**src/rtl/fmmu_pkg.sv**
```systemverilog
// fmmu_pkg: shared state encoding, default widths and flattened-bus slice helpers for fmmu_multi_ch
package fmmu_pkg;
    typedef enum logic [1:0] {IDLE, SCAN, EMIT, DONE} state_t;
    localparam int N_CH_D    = 4;
    localparam int ADDR_W_D  = 32;
    localparam int PADDR_W_D = 16;
    localparam int LEN_W_D   = 8;
    localparam int MAX_CH    = 16;
    localparam int MAX_W     = 64;
    localparam int BUS_W     = MAX_CH * MAX_W;
    function automatic int ch_w(input int n);
        return (n > 1) ? $clog2(n) : 1;
    endfunction
    // Extracts field idx of width w from a zero-padded flattened configuration bus.
    function automatic logic [MAX_W-1:0] cfg_slice(input logic [BUS_W-1:0] flat, input int idx, input int w);
        logic [BUS_W-1:0] sh;
        sh = flat >> (idx * w);
        return sh[MAX_W-1:0] & ((MAX_W'(1) << w) - MAX_W'(1));
    endfunction
endpackage

```
**src/rtl/fmmu_multi_ch_if.sv**
```systemverilog
// fmmu_multi_ch_if: request and mapping-segment handshake bundle
// master: drives sub_address/sub_len/sub_dir/subdv and map_ready (datagram parser / consumer side)
// slave : drives sub_ready, map_valid, bus_address, fmmu_map_address_len, map_offset, map_channel, done, hit_count
interface fmmu_multi_ch_if
    import fmmu_pkg::*;
#(
    parameter int N_CH    = N_CH_D,
    parameter int ADDR_W  = ADDR_W_D,
    parameter int PADDR_W = PADDR_W_D,
    parameter int LEN_W   = LEN_W_D
);
    localparam int CH_W = ch_w(N_CH);
    localparam int HC_W = $clog2(N_CH + 1);
    logic [ADDR_W-1:0]  sub_address;
    logic [LEN_W-1:0]   sub_len;
    logic               sub_dir;
    logic               subdv;
    logic               sub_ready;
    logic               map_valid;
    logic               map_ready;
    logic [PADDR_W-1:0] bus_address;
    logic [LEN_W-1:0]   fmmu_map_address_len;
    logic [LEN_W-1:0]   map_offset;
    logic [CH_W-1:0]    map_channel;
    logic               done;
    logic [HC_W-1:0]    hit_count;
    modport master (
        output sub_address, sub_len, sub_dir, subdv, map_ready,
        input  sub_ready, map_valid, bus_address, fmmu_map_address_len, map_offset, map_channel, done, hit_count
    );
    modport slave (
        input  sub_address, sub_len, sub_dir, subdv, map_ready,
        output sub_ready, map_valid, bus_address, fmmu_map_address_len, map_offset, map_channel, done, hit_count
    );
endinterface

```
**src/rtl/fmmu_overlap.sv**
```systemverilog
// fmmu_overlap: combinational overlap of a request window with one FMMU channel window
// i_a/i_n: request start/length; i_l/i_len: channel start/length; i_p: channel physical start
// o_hit: windows intersect; o_bus/o_len/o_off: physical address, length, offset of the intersection
module fmmu_overlap #(
    parameter int ADDR_W  = 32,
    parameter int PADDR_W = 16,
    parameter int LEN_W   = 8
) (
    input  logic [ADDR_W-1:0]  i_a,
    input  logic [LEN_W-1:0]   i_n,
    input  logic [ADDR_W-1:0]  i_l,
    input  logic [LEN_W-1:0]   i_len,
    input  logic [PADDR_W-1:0] i_p,
    output logic               o_hit,
    output logic [PADDR_W-1:0] o_bus,
    output logic [LEN_W-1:0]   o_len,
    output logic [LEN_W-1:0]   o_off
);
    localparam int AW1 = ADDR_W + 1;
    // One extra bit keeps window ends past 2^ADDR_W from wrapping to low addresses.
    logic [ADDR_W:0] w_a, w_l, w_a_end, w_l_end, w_lo, w_hi;
    assign w_a     = {1'b0, i_a};
    assign w_l     = {1'b0, i_l};
    assign w_a_end = w_a + AW1'(i_n);
    assign w_l_end = w_l + AW1'(i_len);
    assign w_lo    = (w_a > w_l) ? w_a : w_l;
    assign w_hi    = (w_a_end < w_l_end) ? w_a_end : w_l_end;
    assign o_hit   = (i_n != '0) && (i_len != '0) && (w_lo < w_hi);
    assign o_bus   = i_p + PADDR_W'(w_lo - w_l);
    assign o_len   = LEN_W'(w_hi - w_lo);
    assign o_off   = LEN_W'(w_lo - w_a);
endmodule

```
**src/rtl/fmmu_multi_ch.sv**
```systemverilog
// fmmu_multi_ch: scans N_CH FMMU channels for one logical request and emits one mapping segment per hit
// clk/RST: rising-edge clock, synchronous active-high reset
// io (slave): request handshake in, mapping segments out, done pulse with hit_count
// cfg_*/fmmu_*: per-channel enables, direction permits and flattened logical/physical windows
// Macro FMMU_DIR_CHECK_EN: when defined a hit also needs cfg_rd_en/cfg_wr_en for the request direction
module fmmu_multi_ch
    import fmmu_pkg::*;
#(
    parameter int N_CH    = N_CH_D,
    parameter int ADDR_W  = ADDR_W_D,
    parameter int PADDR_W = PADDR_W_D,
    parameter int LEN_W   = LEN_W_D
) (
    input  logic                    clk,
    input  logic                    RST,
    fmmu_multi_ch_if.slave          io,
    input  logic [N_CH-1:0]         cfg_enable,
    input  logic [N_CH-1:0]         cfg_rd_en,
    input  logic [N_CH-1:0]         cfg_wr_en,
    input  logic [N_CH*ADDR_W-1:0]  fmmu_logic_address_start,
    input  logic [N_CH*LEN_W-1:0]   fmmu_logic_length,
    input  logic [N_CH*PADDR_W-1:0] fmmu_physical_address_start
);
    localparam int CH_W = ch_w(N_CH);
    localparam int HC_W = $clog2(N_CH + 1);
    state_t             r_state, w_next;
    logic [ADDR_W-1:0]  r_addr;
    logic [LEN_W-1:0]   r_len;
    logic               r_dir;
    logic [CH_W-1:0]    r_ch, r_mch;
    logic [HC_W-1:0]    r_hits;
    logic [PADDR_W-1:0] r_bus;
    logic [LEN_W-1:0]   r_mlen, r_off;
    logic [ADDR_W-1:0]  w_l;
    logic [LEN_W-1:0]   w_len;
    logic [PADDR_W-1:0] w_p;
    logic               w_ov_hit, w_dir_ok, w_hit, w_last;
    logic [PADDR_W-1:0] w_bus;
    logic [LEN_W-1:0]   w_mlen, w_off;
    assign w_l    = ADDR_W'(cfg_slice(BUS_W'(fmmu_logic_address_start), int'(r_ch), ADDR_W));
    assign w_len  = LEN_W'(cfg_slice(BUS_W'(fmmu_logic_length), int'(r_ch), LEN_W));
    assign w_p    = PADDR_W'(cfg_slice(BUS_W'(fmmu_physical_address_start), int'(r_ch), PADDR_W));
    assign w_last = (r_ch == CH_W'(N_CH - 1));
    fmmu_overlap #(.ADDR_W(ADDR_W), .PADDR_W(PADDR_W), .LEN_W(LEN_W)) u_overlap (
        .i_a   (r_addr),
        .i_n   (r_len),
        .i_l   (w_l),
        .i_len (w_len),
        .i_p   (w_p),
        .o_hit (w_ov_hit),
        .o_bus (w_bus),
        .o_len (w_mlen),
        .o_off (w_off)
    );
`ifdef FMMU_DIR_CHECK_EN
    assign w_dir_ok = r_dir ? cfg_wr_en[r_ch] : cfg_rd_en[r_ch];
`else
    logic w_unused;
    assign w_unused = ^{cfg_rd_en, cfg_wr_en, r_dir};
    assign w_dir_ok = 1'b1;
`endif
    assign w_hit = w_ov_hit && cfg_enable[r_ch] && w_dir_ok;
    always_ff @(posedge clk) begin
        if (RST) r_state <= IDLE;
        else     r_state <= w_next;
    end
    always_comb begin
        w_next = r_state;
        case (r_state)
            IDLE:    w_next = io.subdv ? SCAN : IDLE;
            SCAN:    w_next = w_hit ? EMIT : (w_last ? DONE : SCAN);
            EMIT:    w_next = io.map_ready ? (w_last ? DONE : SCAN) : EMIT;
            DONE:    w_next = IDLE;
            default: w_next = IDLE;
        endcase
    end
    always_ff @(posedge clk) begin
        if (RST) begin
            r_addr <= '0;
            r_len  <= '0;
            r_dir  <= 1'b0;
            r_ch   <= '0;
            r_hits <= '0;
            r_bus  <= '0;
            r_mlen <= '0;
            r_off  <= '0;
            r_mch  <= '0;
        end else begin
            if (r_state == IDLE && io.subdv) begin
                r_addr <= io.sub_address;
                r_len  <= io.sub_len;
                r_dir  <= io.sub_dir;
                r_ch   <= '0;
                r_hits <= '0;
            end
            if (r_state == SCAN) begin
                if (w_hit) begin
                    r_bus  <= w_bus;
                    r_mlen <= w_mlen;
                    r_off  <= w_off;
                    r_mch  <= r_ch;
                    r_hits <= r_hits + 1'b1;
                end else begin
                    r_ch <= r_ch + 1'b1;
                end
            end
            if (r_state == EMIT && io.map_ready) r_ch <= r_ch + 1'b1;
        end
    end
    assign io.sub_ready            = (r_state == IDLE);
    assign io.map_valid            = (r_state == EMIT);
    assign io.done                 = (r_state == DONE);
    assign io.bus_address          = r_bus;
    assign io.fmmu_map_address_len = r_mlen;
    assign io.map_offset           = r_off;
    assign io.map_channel          = r_mch;
    assign io.hit_count            = r_hits;
endmodule

```
**src/flat_wrapper.sv**
```systemverilog
// flat-port wrapper written by rule: the top's interface ports become plain ports
module fmmu_multi_ch_flat import fmmu_pkg::*;
#(
    parameter int N_CH    = N_CH_D,
    parameter int ADDR_W  = ADDR_W_D,
    parameter int PADDR_W = PADDR_W_D,
    parameter int LEN_W   = LEN_W_D
)
  (clk, RST, cfg_enable, cfg_rd_en, cfg_wr_en, fmmu_logic_address_start, fmmu_logic_length, fmmu_physical_address_start, io_sub_address, io_sub_len, io_sub_dir, io_subdv, io_map_ready, io_sub_ready, io_map_valid, io_bus_address, io_fmmu_map_address_len, io_map_offset, io_map_channel, io_done, io_hit_count);
  fmmu_multi_ch_if #(.N_CH(N_CH), .ADDR_W(ADDR_W), .PADDR_W(PADDR_W), .LEN_W(LEN_W)) io_i ();
  input  logic clk;
  input  logic RST;
  input  logic [N_CH-1:0] cfg_enable;
  input  logic [N_CH-1:0] cfg_rd_en;
  input  logic [N_CH-1:0] cfg_wr_en;
  input  logic [N_CH*ADDR_W-1:0] fmmu_logic_address_start;
  input  logic [N_CH*LEN_W-1:0] fmmu_logic_length;
  input  logic [N_CH*PADDR_W-1:0] fmmu_physical_address_start;
  input wire logic [$bits(io_i.sub_address)-1:0] io_sub_address;
  input wire logic [$bits(io_i.sub_len)-1:0] io_sub_len;
  input wire logic [$bits(io_i.sub_dir)-1:0] io_sub_dir;
  input wire logic [$bits(io_i.subdv)-1:0] io_subdv;
  input wire logic [$bits(io_i.map_ready)-1:0] io_map_ready;
  output wire logic [$bits(io_i.sub_ready)-1:0] io_sub_ready;
  output wire logic [$bits(io_i.map_valid)-1:0] io_map_valid;
  output wire logic [$bits(io_i.bus_address)-1:0] io_bus_address;
  output wire logic [$bits(io_i.fmmu_map_address_len)-1:0] io_fmmu_map_address_len;
  output wire logic [$bits(io_i.map_offset)-1:0] io_map_offset;
  output wire logic [$bits(io_i.map_channel)-1:0] io_map_channel;
  output wire logic [$bits(io_i.done)-1:0] io_done;
  output wire logic [$bits(io_i.hit_count)-1:0] io_hit_count;
  assign io_i.sub_address = io_sub_address;
  assign io_i.sub_len = io_sub_len;
  assign io_i.sub_dir = io_sub_dir;
  assign io_i.subdv = io_subdv;
  assign io_i.map_ready = io_map_ready;
  assign io_sub_ready = io_i.sub_ready;
  assign io_map_valid = io_i.map_valid;
  assign io_bus_address = io_i.bus_address;
  assign io_fmmu_map_address_len = io_i.fmmu_map_address_len;
  assign io_map_offset = io_i.map_offset;
  assign io_map_channel = io_i.map_channel;
  assign io_done = io_i.done;
  assign io_hit_count = io_i.hit_count;
  fmmu_multi_ch #(.N_CH(N_CH), .ADDR_W(ADDR_W), .PADDR_W(PADDR_W), .LEN_W(LEN_W)) u_core (.clk(clk), .RST(RST), .io(io_i), .cfg_enable(cfg_enable), .cfg_rd_en(cfg_rd_en), .cfg_wr_en(cfg_wr_en), .fmmu_logic_address_start(fmmu_logic_address_start), .fmmu_logic_length(fmmu_logic_length), .fmmu_physical_address_start(fmmu_physical_address_start));
endmodule
```
**config.mk**
```make
export PLATFORM = sky130hd
export DESIGN_NAME = fmmu_multi_ch_flat
export DESIGN_NICKNAME = d
export VERILOG_FILES = /design/src/rtl/fmmu_pkg.sv /design/src/rtl/fmmu_multi_ch_if.sv /design/src/rtl/fmmu_overlap.sv /design/src/rtl/fmmu_multi_ch.sv /design/src/flat_wrapper.sv
export SDC_FILE = /design/constraint.sdc
export NUM_CORES = 1
export LEC_CHECK = 0
export ABC_AREA = 0
export CAP_MARGIN = 20
export CORE_MARGIN = 2
export CORE_UTILIZATION = 44
export DETAILED_ROUTE_END_ITERATION = 6
export PLACE_DENSITY = 0.83
export SETUP_SLACK_MARGIN = 0.15
export SLEW_MARGIN = 40
export SYNTH_ARGS = -nofsm -noshare
export SYNTH_HDL_FRONTEND = slang
export SYNTH_SLANG_ARGS = --single-unit
```
**constraint.sdc**
```tcl
create_clock -name clk -period 10.9 [get_ports clk]
set_input_delay 1.09 -clock clk [delete_from_list [all_inputs] [get_ports clk]]
set_output_delay 1.09 -clock clk [all_outputs]
set_load 0.02 [all_outputs]
```
# After elaboration in Yosys (flattened, before gate mapping)
# Index checks and enable logic that the tools add are counted.
# W data, S select, Z words.
[word_totals] regBits=81 in_bits=281 out_inout_bits=40 elab_cells=53
[op_classes] addsub=8 magnitude_cmp=4 n_eq_ne=4 shifts=3 n_mux=16 reduce_logical=9
[op_table] cell="$shr A128 B7 Y32" n=1
[op_table] cell="$add A32 B8 Y33" n=2
[op_table] cell="$shr A64 B6 Y16" n=1
[op_table] cell="$lt A32 B33 Y1" n=1
[op_table] cell="$lt A33 B33 Y1" n=1
[op_table] cell="$mux W33" n=1
[op_table] cell="$gt A32 B32 Y1" n=1
[op_table] cell="$mux W32" n=1
[op_table] cell="$shr A32 B5 Y8" n=1
[op_table] cell="$add A16 B16 Y16" n=1
[op_table] cell="$reduce_bool A8 Y1" n=2
[op_table] cell="$sub A16 B16 Y16" n=1
[op_table] cell="$sub A8 B8 Y8" n=2
[op_table] cell="$mux W2" n=7
[op_table] cell="$mux W3" n=3
[op_table] cell="$pmux W2 S4" n=1
[op_table] cell="$eq A2 B2 Y1 const B" n=3
[op_table] cell="$logic_and A1 B1 Y1" n=5
[op_table] cell="$add A3 B1 Y3 const B" n=1
[op_table] cell="$lt A2 B3 Y1 const B" n=1
[op_table] cell="$add A2 B1 Y2 const B" n=1
[op_table] cell="$bmux W1 S2" n=1
[op_table] cell="$eq A2 B1 Y1 const B" n=1
[op_table] cell="$logic_not A2 Y1" n=1
[op_table] cell="2 further kinds" n=3

# Depth between registers and ports, before layout
# Gate-level depths: netlist of run 1.
[logic_depth] depth_word=10 mapped_depth=39 mapped_depth_nobuf=31

# Hierarchy
# Synthesis of run 1 repeated with hierarchy kept, for this count alone.
[hier_totals] hier_cells=1287 area_unflattened_um2=10740.3
[modules_own_cells] mod="fmmu_overlap" instances=1 cells_per_inst=830 area_per_inst_um2=6261.0 seq_area_each_um2=0.0
[modules_own_cells] mod="fmmu_multi_ch" instances=1 cells_per_inst=457 area_per_inst_um2=4479.3 seq_area_each_um2=1621.6

# Least setup slack after synthesis of run 1
# Ideal clock, no wire load.
[synth_path] path_kind="reg-to-reg" start="reg u_core.r_ch[0]" end="reg u_core.r_bus[11] (netlist: u_core.io.bus_address[11])" setup_time_ns=0.128 arrival_ns=8.241 required_ns=10.772 setup_slack_ns=2.531 path_stages_with_launch=39 path_buffers=11 period_less_slack_ns=8.369 path_cell_list="dfxtp_1 buf_6 buf_12 buf_12 buf_6 buf_2 buf_2 mux4_2 ha_1 a21oi_1 nand3b_1 o21ai_0 a211o_1 nand2b_1 clkbuf_1 nor4_1 xnor2_1 inv_1 [3 not listed] a2111oi_0 or3_1 a311oi_2 clkbuf_1 buf_1 mux2i_1 ha_1 a21o_1 a21o_1 a2111oi_0 nand2_1 a211oi_1 a21oi_1 a211oi_2 buf_6 buf_12 mux2i_1 nor2_1"
[synth_between] elab_chain_len=8 word_cells_on_any_way=18 cone_classes="add/sub (3); order compare (3); shift (3); mux (4); reduce/logical (5)"
[synth_rtl] item="from (decl)" line_no="fmmu_multi_ch.sv:30" text="logic [CH_W-1:0] r_ch, r_mch;"
[synth_rtl] item="from (signal assigned)" line_no="fmmu_multi_ch.sv:104" text="r_ch <= r_ch + 1'b1;"
[synth_rtl] item="from (signal assigned)" line_no="fmmu_multi_ch.sv:107" text="if (r_state == EMIT && io.map_ready) r_ch <= r_ch + 1'b1;"
[synth_rtl] item="$shr A128 B7 Y32 or $shr A32 B5 Y8 (tied branches)" line_no="fmmu_pkg.sv:17" text="sh = flat >> (idx * w);"
[synth_rtl] item="$add A32 B8 Y33" line_no="fmmu_overlap.sv:25" text="assign w_l_end = w_l + AW1'(i_len);"
[synth_rtl] item="$lt A33 B33 Y1" line_no="fmmu_overlap.sv:27" text="assign w_hi = (w_a_end < w_l_end) ? w_a_end : w_l_end;"
[synth_rtl] item="$mux W33" line_no="fmmu_overlap.sv:27"
[synth_rtl] item="$lt A32 B33 Y1" line_no="fmmu_overlap.sv:28" text="assign o_hit = (i_n != '0) && (i_len != '0) && (w_lo < w_hi);"
[synth_rtl] item="$logic_and A1 B1 Y1" line_no="fmmu_overlap.sv:28"
[synth_rtl] item="$logic_and A1 B1 Y1" line_no="fmmu_multi_ch.sv:62" text="assign w_hit = w_ov_hit && cfg_enable[r_ch] && w_dir_ok;"
[synth_rtl] item="$reduce_and A2 Y1 (no source line)"
[synth_rtl] item="to (signal assigned)" line_no="fmmu_multi_ch.sv:98" text="r_bus <= w_bus;"
[synth_rtl] item="to (decl)" line_no="fmmu_multi_ch.sv:32" text="logic [PADDR_W-1:0] r_bus;"
# Several ways; a longest one is shown, not always the timed one. The select of a mux whose other input is x is not followed.
# A chain may end at the register's enable or synchronous reset.

# Final worst setup path of run 1
[layout_path] start="in fmmu_logic_address_start[102]" end="reg u_core.r_hits[0] (netlist: u_core.io.hit_count[0])"
[layout_between] elab_chain_len=9 word_cells_on_any_way=11 cone_classes="add/sub (1); order compare (3); shift (1); mux (4); reduce/logical (2)"
[layout_rtl] item="from (decl)" line_no="flat_wrapper.sv:16" text="input logic [N_CH*ADDR_W-1:0] fmmu_logic_address_start;"
[layout_rtl] item="$shr A128 B7 Y32 *" line_no="fmmu_pkg.sv:17"
[layout_rtl] item="$add A32 B8 Y33" line_no="fmmu_overlap.sv:25"
[layout_rtl] item="$lt A33 B33 Y1" line_no="fmmu_overlap.sv:27"
[layout_rtl] item="$mux W33" line_no="fmmu_overlap.sv:27"
[layout_rtl] item="$lt A32 B33 Y1 *" line_no="fmmu_overlap.sv:28"
[layout_rtl] item="$logic_and A1 B1 Y1 *" line_no="fmmu_overlap.sv:28"
[layout_rtl] item="$logic_and A1 B1 Y1 *" line_no="fmmu_multi_ch.sv:62"
[layout_rtl] item="$mux W3 *" line_no="fmmu_multi_ch.sv:97" text="if (w_hit) begin"
[layout_rtl] item="$mux W3 *" line_no="fmmu_multi_ch.sv:96" text="if (r_state == SCAN) begin"
[layout_rtl] item="to (signal assigned)" line_no="fmmu_multi_ch.sv:102" text="r_hits <= r_hits + 1'b1;"
[layout_rtl] item="to (decl)" line_no="fmmu_multi_ch.sv:31" text="logic [HC_W-1:0] r_hits;"
# Mark *: on every way between the ends. The rest lies on a longest branch, timed or not.

==> results of run 1 <==
## per-layer routing
layer / track usage, % / vias up / wire length [µm]
met5: 0 / - / 0
met2: 44.0 / 383 / 15600
met1: 30.6 / 4757 / 13700
met4: 7.25 / 0 / 821
li1: - / 4954 / -
met3: 5.29 / 52 / 2270
## cell usage after synthesis (7+ instances only)
master	n	area share (%)
sky130_fd_sc_hd__o21a_1	9	0.63
sky130_fd_sc_hd__mux2_2	30	3.1
sky130_fd_sc_hd__xor2_1	31	2.5
sky130_fd_sc_hd__fa_1	19	3.5
sky130_fd_sc_hd__nand2_1	125	4.4
sky130_fd_sc_hd__and3_1	8	0.47
sky130_fd_sc_hd__mux4_1	13	3.2
sky130_fd_sc_hd__clkbuf_1	25	0.87
sky130_fd_sc_hd__nor2_2	7	0.41
sky130_fd_sc_hd__mux4_2	43	9.0
sky130_fd_sc_hd__dfxtp_1	81	15
sky130_fd_sc_hd__nor3_1	18	0.84
sky130_fd_sc_hd__mux2i_1	50	4.7
sky130_fd_sc_hd__o21ai_0	30	1.4
sky130_fd_sc_hd__xnor2_1	56	4.6
sky130_fd_sc_hd__nand3_1	20	0.93
sky130_fd_sc_hd__nand2b_1	12	0.70
sky130_fd_sc_hd__ha_1	144	17
sky130_fd_sc_hd__nor2_1	71	2.5
sky130_fd_sc_hd__inv_1	145	5.1
sky130_fd_sc_hd__nand4_1	19	1.1
sky130_fd_sc_hd__a21o_1	36	2.5
sky130_fd_sc_hd__nor2b_1	11	0.64
sky130_fd_sc_hd__a211oi_2	7	0.81
sky130_fd_sc_hd__nor4_1	12	0.70
sky130_fd_sc_hd__a21oi_1	104	4.8
## state kept, by name (all words and copies together), names as in the netlist
name,flops
u_core.r_addr,32
u_core.io.bus_address,16
u_core.io.fmmu_map_address_len,8
u_core.io.map_offset,8
u_core.r_len,8
u_core.io.hit_count,3
u_core.io.map_channel,2
u_core.r_ch,2
u_core.r_state,2
## tightest hold or removal path, stage by stage (launching register included)
cell,delay (ns)
sky130_fd_sc_hd__dfxtp_1,0.33
sky130_fd_sc_hd__nand2_1,0.06
sky130_fd_sc_hd__a21oi_1,0.05
## through the flow
step	power (mW)	util (%)
6_report	2.35	59.4
5_1_grt	2.56	59.4
4_1_cts	2.35	59.4
3_5_place_dp	2.04	58.3
3_3_place_gp	1.99	58.3
2_1_floorplan	1.61	-
## logic make-up after synthesis
group / after synthesis / synth area share (%)
simple gates: 331 / 15.1
xor+xnor: 87 / 7.09
compound gates: 236 / 14.2
flops: 81 / 15.1
buf+inv: 192 / 7.94
mux: 138 / 20.3
fa+ha+maj: 163 / 20.3
## where the power goes
group,internal (mW),switching (mW)
clock network,0.156,0.139
logic,0.786,0.878
registers,0.332,0.0555
total,1.27,1.07
## layout make-up
| class | count | share of cell area (%) |
|---|---|---|
| clock buffer | 11 | 1.62 |
| clock inverter | 5 | 0.287 |
| inverter | 146 | 3.82 |
| multi-input combinational | 955 | 57.7 |
| sequential | 81 | 11.3 |
| tap | 324 | 2.82 |
| timing repair buffer | 325 | 22.4 |
## path summary, 6_finish.rpt
path,startpoint,endpoint,slack [ns],cells past startpoint
worst max-delay path,fmmu_logic_address_start[102],u_core.io.hit_count[0],1.31,30
worst min-delay path,u_core.r_len[2],u_core.r_len[2],0.48,2
worst max register to register,u_core.r_ch[0],u_core.io.hit_count[0],1.62,29
worst min register to register,u_core.r_len[2],u_core.r_len[2],0.48,2
==> impl_table.tex, run 1 <==
\begin{tabular}{lr}
\hline
Metric & Value \\
\hline
\multicolumn{2}{l}{\textbf{Outcome}} \\
\quad Outcome & finished clean \\
\multicolumn{2}{l}{\textbf{STA}} \\
\quad Minimum clock period after layout & 9.59 ns \\
\quad Unrepaired setup endpoints after global routing & false \\
\quad Fin worst setup slack & 1.31 ns \\
\quad Final number of setup-violating endpoints & 0 \\
\quad Tightest hold margin & 0.480 ns \\
\quad Slew HR & 47.5\% \\
\quad Final clock skew & 0.00695 ns \\
\quad Fmax & 104 MHz \\
\quad Final cycle utilization of the critical path & 88.0\% \\
\quad Hold violation total from the final report & 0 \\
\quad Worst slew pin tran & 0.784 ns \\
\quad Number of slew-limit violations in the final report & 0 \\
\quad Setup tns final & 0 ns \\
\multicolumn{2}{l}{\textbf{Synthesis}} \\
\quad Most frequently used flop master after synthesis & sky130\_fd\_sc\_hd\_\_dfxtp\_1 \\
\quad Post-Syn Nets & 1672 \\
\quad Cell variety after synth & 69 \\
\quad Netlist Area Pre-Place & 10700 µm² \\
\quad Synth Area per Inst & 8.75 µm² \\
\quad Number of instances in the synthesized netlist & 1228 \\
\quad Number of warnings reported in the yosys synthesis log & 0 \\
\quad Post-synthesis sequential element count & 81 \\
\quad EDFF count, synth & 0 \\
\quad Sequential fraction of the synthesis area & 15.1\% \\
\quad Ys async rst share & 0\% \\
\multicolumn{2}{l}{\textbf{Flow run}} \\
\quad Total of max-cap violations & 0 \\
\multicolumn{2}{l}{\textbf{Setup path}} \\
\quad Critical path data required time & 11.19 ns \\
\quad Worst Setup Start Kind & primary input \\
\quad Peak fanout along the critical path & 46 \\
\quad Setup crit end kind & flop \\
\quad Top delay family on crit path & compound AO/OA/AOI/OAI gates \\
\quad Type of the worst setup path & primary input to flop \\
\quad Slowest stage cell, crit path & sky130\_fd\_sc\_hd\_\_a2111oi\_0 \\
\quad Critical path buffers and inverters & 3 \\
\quad Largest incremental delay on the critical path & 0.66 ns \\
\quad Arrival time worst endpoint & 9.88 ns \\
\multicolumn{2}{l}{\textbf{Global routing}} \\
\quad Pin count of the biggest net entering global routing & 86 \\
\quad Global-route wire length before repair & 51300 µm \\
\quad Grt ovf & 0 \\
\quad Overall track demand over capacity in global routing & 24.9\% \\
\quad Number of global-route vias before repair & 10300 \\
\quad Initial antenna violation count & 0 \\
\multicolumn{2}{l}{\textbf{Cells and area}} \\
\quad Seq. cell area & 1630 µm² \\
\quad Non-filler instance count after layout & 1847 \\
\quad Area of all placed cells without fillers & 14400 µm² \\
\quad Count of inserted antenna diode cells & 0 \\
\quad Area growth from synthesis to layout & 33.6\% \\
\quad Count of nets after finishing & 1962 \\
\quad Footprint of the multi-input gates & 8290 µm² \\
\quad Highest-count cells in the layout ignoring fill and taps & 310 x sky130\_fd\_sc\_hd\_\_clkdlybuf4s50\_1, 145 x sky130\_fd\_sc\_hd\_\_inv\_1, 144 x sky130\_fd\_sc\_hd\_\_ha\_1 \\
\quad Most frequent standard cell in the layout excluding fill and tap cells & sky130\_fd\_sc\_hd\_\_clkdlybuf4s50\_1 \\
\quad FILL cells & 2055 \\
\quad Fraction of layout cells with a size suffix above 1 & 8.93\% \\
\multicolumn{2}{l}{\textbf{Placed design}} \\
\quad Area of placed instances & 14100 µm² \\
\quad Placed Cells incl. Taps & 1831 \\
\quad Post-placement worst setup slack & 0.932 ns \\
\quad Estimated wirelength of the detail-placed design & 26600 µm \\
\quad Number of buffer cells added on primary ports & 311 \\
\quad Routability Congestion & 0.918 \\
\multicolumn{2}{l}{\textbf{Worst hold path}} \\
\quad Type of the most critical hold path & flop to flop \\
\multicolumn{2}{l}{\textbf{Floorplan}} \\
\quad Count of boundary I/O pins & 321 \\
\quad Area of the core region & 24200 µm² \\
\quad Standard-cell rows & 57 \\
\quad Height of the die & 160 µm \\
\quad Starting density of the core & 44.5\% \\
\quad Die Wd & 160 µm \\
\quad Area of the die & 25700 µm² \\
\multicolumn{2}{l}{\textbf{Power and ir drop}} \\
\quad Peak VDD IR & 0.0000987 V \\
\quad Power density of the placed cells & 163 nW/µm² \\
\quad Leakage power figure & 6.19 nW \\
\multicolumn{2}{l}{\textbf{Detailed routing}} \\
\quad Total wire length after detailed routing & 32400 µm \\
\quad Number of nets with antenna violations after detailed routing & 0 \\
\quad Via density & 5.49 \\
\quad Number of vias in the routed layout & 10100 \\
\quad Detailed Routing Iterations Pass 1 & 5 \\
\quad DRC & 0 \\
\quad Average detailed-routed wire length per instance & 17.5 µm \\
\quad First DRT Iteration DRCs & 580 \\
\multicolumn{2}{l}{\textbf{CTS}} \\
\quad CTS resizes & 0 \\
\quad Clock Latency Late Sink & 0.36 ns \\
\quad Number of levels the H-tree was split into & 3 \\
\quad Number of CTS-inserted buffers & 9 \\
\quad Clock tree from TritonCTS & built \\
\quad Postcts setup bufs & 0 \\
\quad Number of sinks handled by clock tree synthesis & 81 \\
\quad Clk pin slew, worst setup/hold paths & 0.06 ns \\
\quad Number of hold buffers added after cts & 0 \\
\quad Buffer type at the clock tree root & sky130\_fd\_sc\_hd\_\_clkbuf\_16 \\
\quad Longest Clk Path Bufs & 2 \\
\hline
\end{tabular}
Note: power is estimated with default switching activity, not from simulation.
==> run 2, diff against run 1 <==
- CELL_PAD_IN_SITES_DETAIL_PLACEMENT: default -> 0
- CELL_PAD_IN_SITES_GLOBAL_PLACEMENT: default -> 2
- CORE_UTILIZATION: 44 -> 28
- PLACE_DENSITY: 0.83 -> 0.9
- SLEW_MARGIN: 40 -> 10
==> run 2 against run 1 <==
Global-route usage decreased by 7.6 points. Largest cell class unchanged. Design area grew 1.9%. Utilization decreased by 21 points. Clock skew rose by 0.0076 ns. Cell count grew 10%. Critical endpoint unchanged.
==> impl_table.tex, run 2 (synthesis results as in run 1) <==
\begin{tabular}{lr}
\hline
Metric & Value \\
\hline
\multicolumn{2}{l}{\textbf{Setup path}} \\
\quad FF-to-FF setup slack & 1.84 ns (+0.22 ns) \\
\quad Slowest stage cell, crit path & sky130\_fd\_sc\_hd\_\_a311oi\_4 \\
\quad Number of cells on the worst reg-to-reg path & 29 (unchanged) \\
\quad Setup crit end kind & flop \\
\quad Worst Setup Start Kind & primary input \\
\quad Peak fanout along the critical path & 22 (-52\%) \\
\quad Critical path buffers and inverters & 3 (unchanged) \\
\quad Largest incremental delay on the critical path & 0.78 ns (+0.12 ns) \\
\quad Critical R2R Launch & u\_core.r\_ch[0] \\
\quad Arrival time worst endpoint & 9.54 ns (-0.34 ns) \\
\quad Type of the worst setup path & primary input to flop \\
\quad Critical path data required time & 11.19 ns (about the same) \\
\quad Endpoint of the most critical register-to-register path & u\_core.io.hit\_count[0] \\
\quad Top delay family on crit path & compound AO/OA/AOI/OAI gates \\
\multicolumn{2}{l}{\textbf{CTS}} \\
\quad Number of hold buffers added after cts & 0 (unchanged) \\
\quad CTS resizes & 0 (unchanged) \\
\quad Longest Clk Path Bufs & 2 (unchanged) \\
\quad Postcts setup bufs & 0 (unchanged) \\
\quad Clock tree from TritonCTS & built \\
\quad Clk pin slew, worst setup/hold paths & 0.06 ns (about the same) \\
\quad Clock Latency Late Sink & 0.36 ns (about the same) \\
\quad Number of CTS-inserted buffers & 9 (unchanged) \\
\quad Number of sinks handled by clock tree synthesis & 81 (unchanged) \\
\quad Number of levels the H-tree was split into & 3 (unchanged) \\
\quad Buffer type at the clock tree root & sky130\_fd\_sc\_hd\_\_clkbuf\_16 \\
\multicolumn{2}{l}{\textbf{STA}} \\
\quad Minimum clock period after layout & 9.25 ns (-0.334 ns) \\
\quad Setup tns final & 0 ns (unchanged) \\
\quad Unrepaired setup endpoints after global routing & false \\
\quad Hold violation total from the final report & 0 (unchanged) \\
\quad Worst slew pin tran & 0.999 ns (+0.214 ns) \\
\quad Number of slew-limit violations in the final report & 0 (unchanged) \\
\quad Final number of setup-violating endpoints & 0 (unchanged) \\
\quad Slew HR & 33.4\% (-14 points) \\
\quad Fmax & 108 MHz (+3.6\%) \\
\quad Final cycle utilization of the critical path & 84.9\% (-3.1 points) \\
\quad Final clock skew & 0.0145 ns (+0.00758 ns) \\
\quad Fin worst setup slack & 1.65 ns (+0.334 ns) \\
\multicolumn{2}{l}{\textbf{Cells and area}} \\
\quad Most frequent standard cell in the layout excluding fill and tap cells & sky130\_fd\_sc\_hd\_\_clkdlybuf4s50\_1 \\
\quad Utilization after layout & 38.8\% (-21 points) \\
\quad Highest-count cells in the layout ignoring fill and taps & 310 x sky130\_fd\_sc\_hd\_\_clkdlybuf4s50\_1, 145 x sky130\_fd\_sc\_hd\_\_inv\_1, 144 x sky130\_fd\_sc\_hd\_\_ha\_1 \\
\quad Area of all placed cells without fillers & 14600 µm² (+1.9\%) \\
\quad Count of nets after finishing & 1962 (unchanged) \\
\quad Area growth from synthesis to layout & 36.2\% \\
\quad Fraction of layout cells with a size suffix above 1 & 9.13\% (+0.20 points) \\
\quad Largest reg by FF count & u\_core.r\_addr \\
\quad Count of inserted antenna diode cells & 0 (unchanged) \\
\quad Max FFs per register & 32 (unchanged) \\
\multicolumn{2}{l}{\textbf{Floorplan}} \\
\quad Count of boundary I/O pins & 321 (unchanged) \\
\quad Area of the core region & 37800 µm² (+56\%) \\
\quad Die Wd & 200 µm (+25\%) \\
\quad Standard-cell rows & 71 (+25\%) \\
\quad Starting density of the core & 28.5\% (-16 points) \\
\quad Area of the die & 40000 µm² (+56\%) \\
\quad Height of the die & 200 µm (+25\%) \\
\multicolumn{2}{l}{\textbf{Global routing}} \\
\quad Overall track demand over capacity in global routing & 17.3\% (-7.6 points) \\
\quad Pin count of the biggest net entering global routing & 86 (unchanged) \\
\quad Number of global-route vias before repair & 9919 (-4.0\%) \\
\quad Initial antenna violation count & 1 (+1) \\
\quad Global-route wire length before repair & 53500 µm (+4.2\%) \\
\quad Grt ovf & 0 (unchanged) \\
\multicolumn{2}{l}{\textbf{Detailed routing}} \\
\quad Number of vias in the routed layout & 9860 (-2.8\%) \\
\quad Detailed Routing Iterations Pass 1 & 4 (-1) \\
\quad Number of nets with antenna violations after detailed routing & 0 (unchanged) \\
\quad Top routing layer in use & met4 \\
\quad Total wire length after detailed routing & 34900 µm (+7.9\%) \\
\quad Average detailed-routed wire length per instance & 17.2 µm (-2.0\%) \\
\quad Detail Route met3 WL & 1850 µm (-19\%) \\
\quad Via density & 4.85 (-12\%) \\
\quad First DRT Iteration DRCs & 416 (-28\%) \\
\quad DRC & 0 (unchanged) \\
\quad Met2 routed WL & 16200 µm (+3.6\%) \\
\quad Met1 WL & 16300 µm (+19\%) \\
\multicolumn{2}{l}{\textbf{Placed design}} \\
\quad Number of buffer cells added on primary ports & 311 (unchanged) \\
\quad Routability Congestion & 0.897 (-2.2\%) \\
\quad Post-placement worst setup slack & 1.25 ns (+0.317 ns) \\
\quad Area of placed instances & 14300 µm² (+1.7\%) \\
\quad Estimated wirelength of the detail-placed design & 29000 µm (+9.1\%) \\
\multicolumn{2}{l}{\textbf{Flow run}} \\
\quad Total of max-cap violations & 0 (unchanged) \\
\multicolumn{2}{l}{\textbf{Outcome}} \\
\quad Outcome & finished clean \\
\multicolumn{2}{l}{\textbf{Power and ir drop}} \\
\quad Leakage power figure & 6.22 nW (+0.44\%) \\
\quad Overall power consumption & 2.38 mW (+1.4\%) \\
\quad Power density of the placed cells & 163 nW/µm² (-0.53\%) \\
\quad Peak VDD IR & 0.0000961 V (-2.7\%) \\
\multicolumn{2}{l}{\textbf{Worst hold path}} \\
\quad Type of the most critical hold path & flop to flop \\
\quad WHS Path Cells & 2 (unchanged) \\
\quad Hold Crit Start & u\_core.r\_len[4] \\
\quad Sink of the worst hold path & u\_core.r\_len[4] \\
\hline
\end{tabular}
==> run 2: area by class of cell <==
cell class / count / area (µm²)
tap: 511 / 639
fill: 3882 / 23100
sequential: 81 / 1630
clock buffer: 9 / 225
multi-input combinational: 955 / 8290
timing repair buffer: 325 / 3230
inverter: 146 / 548
clock inverter: 7 / 77.6
==> run 2: layer usage <==
metal  vias to the layer above  GRT usage (%)
met5                         -              0
met4                         0           4.86
met3                        31           2.77
met2                       231           29.2
met1                      4643           22.9
li1                       4955              -
==> run 2: worst max path at each step <==
stage | start | endpoint | slack [ns] | depth (start not counted)
2_1_floorplan | u_core.r_ch[0] | u_core.io.bus_address[11] | 2.53 | 38
3_3_place_gp | fmmu_logic_address_start[97] | u_core.io.hit_count[0] | 1.25 | 30
3_5_place_dp | fmmu_logic_address_start[97] | u_core.io.hit_count[0] | 1.25 | 30
4_1_cts | fmmu_logic_address_start[97] | u_core.io.hit_count[0] | 1.57 | 30
5_1_grt | fmmu_logic_address_start[97] | u_core.io.bus_address[11] | 1.14 | 30
6_report | fmmu_logic_address_start[97] | u_core.io.hit_count[0] | 1.65 | 30
==> run 2: tightest hold or removal path: cells and delay by family (launching register included) <==
family	cells	cell delay [ns]
DFF	1	0.32
and+or+nand+nor	1	0.06
AOI/OAI and AO/OA	1	0.05
==> run 2: report_power, final <==
| part | internal [mW] | total, mW | switching, mW |
|---|---|---|---|
| sequential | 0.332 | 0.391 | 0.0589 |
| clock | 0.180 | 0.331 | 0.151 |
| combinational | 0.785 | 1.66 | 0.874 |
==> run 2: per-stage QoR <==
step,std cells,hold WS (ns)
final,2034,0.482
after global routing,2034,0.516
after CTS,2034,0.482
after global placement,2018,0.466
after floorplan,1228,0.453
after detailed placement,2018,0.471
==> edit 1 (config.mk and constraints of run 1) <==
Add an input register stage for `cfg_enable`, cleared by the reset; this delays it by one clock. The other inputs are not delayed to match.
--- a/src/rtl/fmmu_multi_ch.sv
+++ b/src/rtl/fmmu_multi_ch.sv
@@ -23,6 +23,17 @@
 );
     localparam int CH_W = ch_w(N_CH);
     localparam int HC_W = $clog2(N_CH + 1);
+
+    logic [N_CH-1:0] cfg_enable_q;
+
+    always_ff @(posedge clk) begin
+        if (RST) begin
+            cfg_enable_q <= '0;
+        end else begin
+            cfg_enable_q <= cfg_enable;
+        end
+    end
+
     state_t             r_state, w_next;
     logic [ADDR_W-1:0]  r_addr;
     logic [LEN_W-1:0]   r_len;
@@ -59,7 +70,7 @@
     assign w_unused = ^{cfg_rd_en, cfg_wr_en, r_dir};
     assign w_dir_ok = 1'b1;
 `endif
-    assign w_hit = w_ov_hit && cfg_enable[r_ch] && w_dir_ok;
+    assign w_hit = w_ov_hit && cfg_enable_q[r_ch] && w_dir_ok;
     always_ff @(posedge clk) begin
         if (RST) r_state <= IDLE;
         else     r_state <= w_next;
Formal check against the unedited RTL: not equivalent (Yosys sat finds a counterexample within 4 cycles, from zero or initial values and one cycle with RST high).
==> edit 1 against run 1 <==
Sequential cell count increased by 4; fmax increased by 4.0%; setup slack improved by 0.37 ns; global-route usage increased by 3.1 points; wire length increased by 11%; non-clock buffer count increased by 2; power decreased by 22%; synthesized area decreased by 0.78%; cell area increased by 0.57%; critical path type unchanged; largest power group unchanged.
==> edit 1: results (changes against run 1) <==
metric;value;unit;change
max cap viols;0;;unchanged
Top FF cell, synth;dfxtp_1;;
GP Congestion;0.956;;+4.2%
Post-CTS Hold Buffers;0;;unchanged
Clock Tree Root;clkbuf_16;;
critical path fanouts, max;25;;-46%
# port buffers;311;;unchanged
worst vdd ir;89.1;uV;-9.7%
Final Net Count;2016;;+2.8%
latest clock arrival within the worst-skew pair;0.37;ns;
asr flop ratio synth;0;%;unchanged
CP delay by family, top;compound AO/OA/AOI/OAI gates;;
arrival time of the worst setup path;9.45;ns;-0.43 ns
Clock Tree Buf Depth;2;;unchanged
CTS resizes;0;;unchanged
Post-DP HPWL;29900;um;+12%
pre-CTS setup slack;1.44;ns;+0.508 ns
status;finished clean;;
max FFs per register;32;;unchanged
Net Count, Synth;1726;;+3.2%
Biggest register;u_core.r_addr;;
Ys Warns;0;;unchanged
largest net degree at the start of global routing;48;;-44%
synth unique cells;67;;-2.9%
Hold Crit Class;flip-flop to flip-flop;;
Iteration-0 DRC Markers;671;;+16%
CP max-delay cell;mux4_2;;
vias in the first global route;10900;;+5.8%
total wire length;35800;um;+11%
clock slew at reported path FFs;0.07;ns;
grt ovf;0;;unchanged
Commonest cells post-synth;nand2_1 (167), inv_1 (150), ha_1 (144);;
first-pass GRT wire length;56600;um;+10%
max_slew headroom;49.0;%;+1.5 points
GR Util All Layers;28.0;%;+3.1 points
DP Area;14100;um^2;-0.13%
proportion of layout cells with a drive suffix above 1;8.05;%;-0.88 points
Leak Pwr;6.03;nW;-2.6%
H-tree depth;3;;unchanged
top cells by area, synth;ha_1 (17%), dfxtp_1 (16%), mux4_2 (12%), nand2_1 (5.9%), inv_1 (5.3%);;
sequential share of the synthesized area;16.0;%;+0.87 points
Initial DRT Pass Iterations;5;;unchanged
setup bufs post-CTS;0;;unchanged
Crit path largest cell delay;0.59;ns;-0.07 ns
# diodes;0;;unchanged
vias per cell;5.58;;+1.6%
clk_skew;0.0153;ns;+0.00836 ns
CTS buffer count;9;;unchanged
initial antenna violation count;1;;+1
[edit 1: cell types whose count changed in the layout (fill, tap and decap cells not counted), moves of 13 or more]
cell / before / now
o21ai_0: 30 / 50
nor2_1: 71 / 87
o21a_1: 9 / 22
nand2_1: 125 / 167
mux4_1: 13 / 0
mux4_2: 43 / 56
[edit 1: routing by layer]
metal | routed length [um] | track usage (%) | vias to the layer above
met4 | 976 | 9.21 | 2
met1 | 15100 | 35.8 | 4965
li1 | - | - | 5097
met3 | 2690 | 5.61 | 79
met5 | 13 | 0 | -
met2 | 17000 | 47.1 | 436
[edit 1: layout make-up]
type	instances	area, um^2
Multi-Input combinational cell	999	8170
Tap cell	319	399
Inverter	150	563
Clock inverter	6	100
Fill cell	2060	9170
Sequential cell	85	1710
Clock buffer	10	239
Timing Repair Buffer	327	3260
[edit 1: logic make-up after synthesis]
logic type	synth area share (%)
adder cells (fa/ha/maj)	20.5
AO/OA/AOI/OAI	15.3
flip-flops	16.0
AND/OR/NAND/NOR	16.3
multiplexers	17.5
XOR/XNOR	6.90
buffers and inverters	7.61
[edit 1: path summary, 6_finish.rpt]
| check | from | end | slack [ns] | cells after the start |
|---|---|---|---|---|
| worst max-delay path | fmmu_logic_address_start[0] | u_core.io.map_offset[3]$_SDFFE_PP0P_ | 1.68 | 33 |
| worst min-delay path | u_core.r_len[6]$_SDFFE_PP0P_ | u_core.r_len[6]$_SDFFE_PP0P_ | 0.49 | 2 |
| worst max register to register | u_core.r_ch[0]$_SDFF_PP0_ | u_core.io.map_offset[3]$_SDFFE_PP0P_ | 2.02 | 33 |
| worst min register to register | u_core.r_len[6]$_SDFFE_PP0P_ | u_core.r_len[6]$_SDFFE_PP0P_ | 0.49 | 2 |
[edit 1: power breakdown]
part / leakage, nW / switching (mW) / internal, mW
Combinational: 5.17 / 0.586 / 0.515
Clock: 0.167 / 0.151 / 0.212
Sequential: 0.694 / 0.0292 / 0.329
[edit 1: metrics by stage]
step                std cells  total power, mW
floorplan                1282             1.11
global placement         1878             1.40
detailed placement       1878             1.43
CTS                      1894             1.81
global route             1896             1.96
finish                   1896             1.82
[edit 1: worst reg2reg max path, delay by kind of cell, from the launching register on]
| family | cells | cell delay (ns) |
|---|---|---|
| AND/OR/NAND/NOR | 5 | 0.56 |
| AO/OA/AOI/OAI | 15 | 4.10 |
| buffers and inverters | 5 | 0.96 |
| adder cells (fa/ha/maj) | 4 | 1.11 |
| multiplexers | 3 | 1.27 |
| flip-flops | 1 | 0.50 |
| XOR/XNOR | 1 | 0.25 |
==> edit 2 (settings of run 1) <==
Without the edit above. Change the package constant `ADDR_W_D` from 32 to 64.
--- a/src/rtl/fmmu_pkg.sv
+++ b/src/rtl/fmmu_pkg.sv
@@ -2,7 +2,7 @@
 package fmmu_pkg;
     typedef enum logic [1:0] {IDLE, SCAN, EMIT, DONE} state_t;
     localparam int N_CH_D    = 4;
-    localparam int ADDR_W_D  = 32;
+    localparam int ADDR_W_D  = 64;
     localparam int PADDR_W_D = 16;
     localparam int LEN_W_D   = 8;
     localparam int MAX_CH    = 16;
Ports: changed (resized fmmu_logic_address_start and io_sub_address); port bits go from 321 to 481. No check against the original RTL was run, so the function may have changed too.
==> edit 2 against run 1 <==
Register-to-register slack got worse by 0.49 ns; cell area increased by 55%; combinational power increased by 7%; synthesized cell count increased by 63%; via count increased by 66%; power increased by 22%; worst hold slack got worse by 0.013 ns; synthesized area increased by 53%; die area increased by 52%; count of clock-buffer cells in the layout increased by 11; sequential cell count increased by 32; wire length increased by 84%; setup slack got worse by 0.45 ns.
==> edit 2: results (changes against run 1) <==
metric;value;unit;change
initial antenna violation count;1;;+1
critical path fanouts, max;89;;+93%
CP max-delay cell;mux4_2;;
# port buffers;471;;+51%
GR Util All Layers;30.0;%;+5.1 points
crit path from;fmmu_logic_address_start[194];;
status;finished clean;;
Post-DP HPWL;49300;um;+85%
proportion of layout cells with a drive suffix above 1;9.26;%;+0.33 points
Reg2Reg Depth;33;;+14%
final worst path period need;10.04;ns;+0.448 ns
Commonest cells post-synth;nand2_1 (265), ha_1 (240), inv_1 (162);;
Net Count, Synth;2696;;+61%
Leak Pwr;9.35;nW;+51%
top cells by area, synth;ha_1 (18%), dfxtp_1 (14%), mux4_2 (12%), nand2_1 (6.0%), xnor2_1 (6.0%);;
met3 global-route usage;6.21;%;+0.92 points
DP Area;21600;um^2;+54%
pre-CTS setup slack;0.644;ns;-0.287 ns
drt wl/cell;20.5;um;+17%
Layout fillers;3157;;+54%
arrival time of the worst setup path;10.36;ns;+0.48 ns
worst vdd ir;123;uV;+25%
largest net degree at the start of global routing;90;;+4.7%
latest clock arrival within the worst-skew pair;0.44;ns;+0.08 ns
GP Congestion;0.951;;+3.7%
H-tree depth;4;;+1
vias per cell;5.78;;+5.3%
Post-Syn Area per Cell;8.25;um^2;-5.7%
max FFs per register;64;;+100%
Crit path largest cell delay;0.59;ns;-0.07 ns
Iteration-0 DRC Markers;933;;+61%
Final Net Count;3127;;+59%
placed insts;2876;;+57%
clk_skew;0.0129;ns;+0.00599 ns
synth unique cells;67;;-2.9%
edit 2: cell count changes in the layout (fill, tap and decap cells not counted), moves of 48 or more:
cell / change
clkdlybuf4s50_1: +160
ha_1: +96
xnor2_1: +57
nand2_1: +138
a21oi_1: +48
o21ai_0: +61
edit 2: logic make-up after synthesis:
logic type      Yosys count  share of synthesized area [%]
mux                     181                           18.2
xor+xnor                150                           7.98
flops                   113                           13.7
compound gates          395                           14.5
buf+inv                 244                           5.94
simple gates            654                           19.1
fa+ha+maj               259                           20.5
edit 2: layer usage:
metal,vias to the layer above,wire length (um)
met4,0,2450
li1,8081,-
met3,121,4170
met5,-,0
met1,7969,23400
met2,655,29600
edit 2: worst min-delay path by stage:
stage                                              start  slack, ns  cells after the start                                    to
finish              u_core.io.map_offset[1]$_SDFFE_PP0P_       0.47                      2  u_core.io.map_offset[1]$_SDFFE_PP0P_
global route        u_core.io.map_offset[1]$_SDFFE_PP0P_       0.49                      2  u_core.io.map_offset[1]$_SDFFE_PP0P_
CTS                 u_core.io.map_offset[1]$_SDFFE_PP0P_       0.46                      2  u_core.io.map_offset[1]$_SDFFE_PP0P_
detailed placement  u_core.io.map_offset[1]$_SDFFE_PP0P_       0.45                      2  u_core.io.map_offset[1]$_SDFFE_PP0P_
global placement    u_core.io.map_offset[1]$_SDFFE_PP0P_       0.45                      2  u_core.io.map_offset[1]$_SDFFE_PP0P_
floorplan                   u_core.r_len[2]$_SDFFE_PP0P_       0.45                      2          u_core.r_len[2]$_SDFFE_PP0P_
edit 2: metrics by stage:
step | utilization (%) | power [mW]
after floorplan | - | 1.71
after global placement | 58.9 | 2.21
after detailed placement | 58.9 | 2.26
after CTS | 60.6 | 2.87
after global routing | 60.6 | 3.08
final | 60.6 | 2.87
edit 2: cell type report:
| class | count | share of cell area [%] |
|---|---|---|
| multi-input combinational | 1639 | 59.7 |
| timing repair buffer | 492 | 22.0 |
| sequential | 113 | 10.2 |
| inverter | 164 | 2.77 |
| tap | 468 | 2.63 |
| clock buffer | 22 | 2.18 |
| clock inverter | 10 | 0.557 |
| antenna | 1 | 0.0112 |
edit 2: worst min-delay path: cells and delay by family, from the launching register on:
| family | cells | cell delay [ns] |
|---|---|---|
| simple gates | 1 | 0.05 |
| compound gates | 1 | 0.06 |
| flops | 1 | 0.31 |
edit 2: power breakdown:
part | internal (mW) | switching (mW)
Sequential | 0.447 | 0.0632
Combinational | 0.833 | 0.936
Clock | 0.363 | 0.228
Total | 1.64 | 1.23
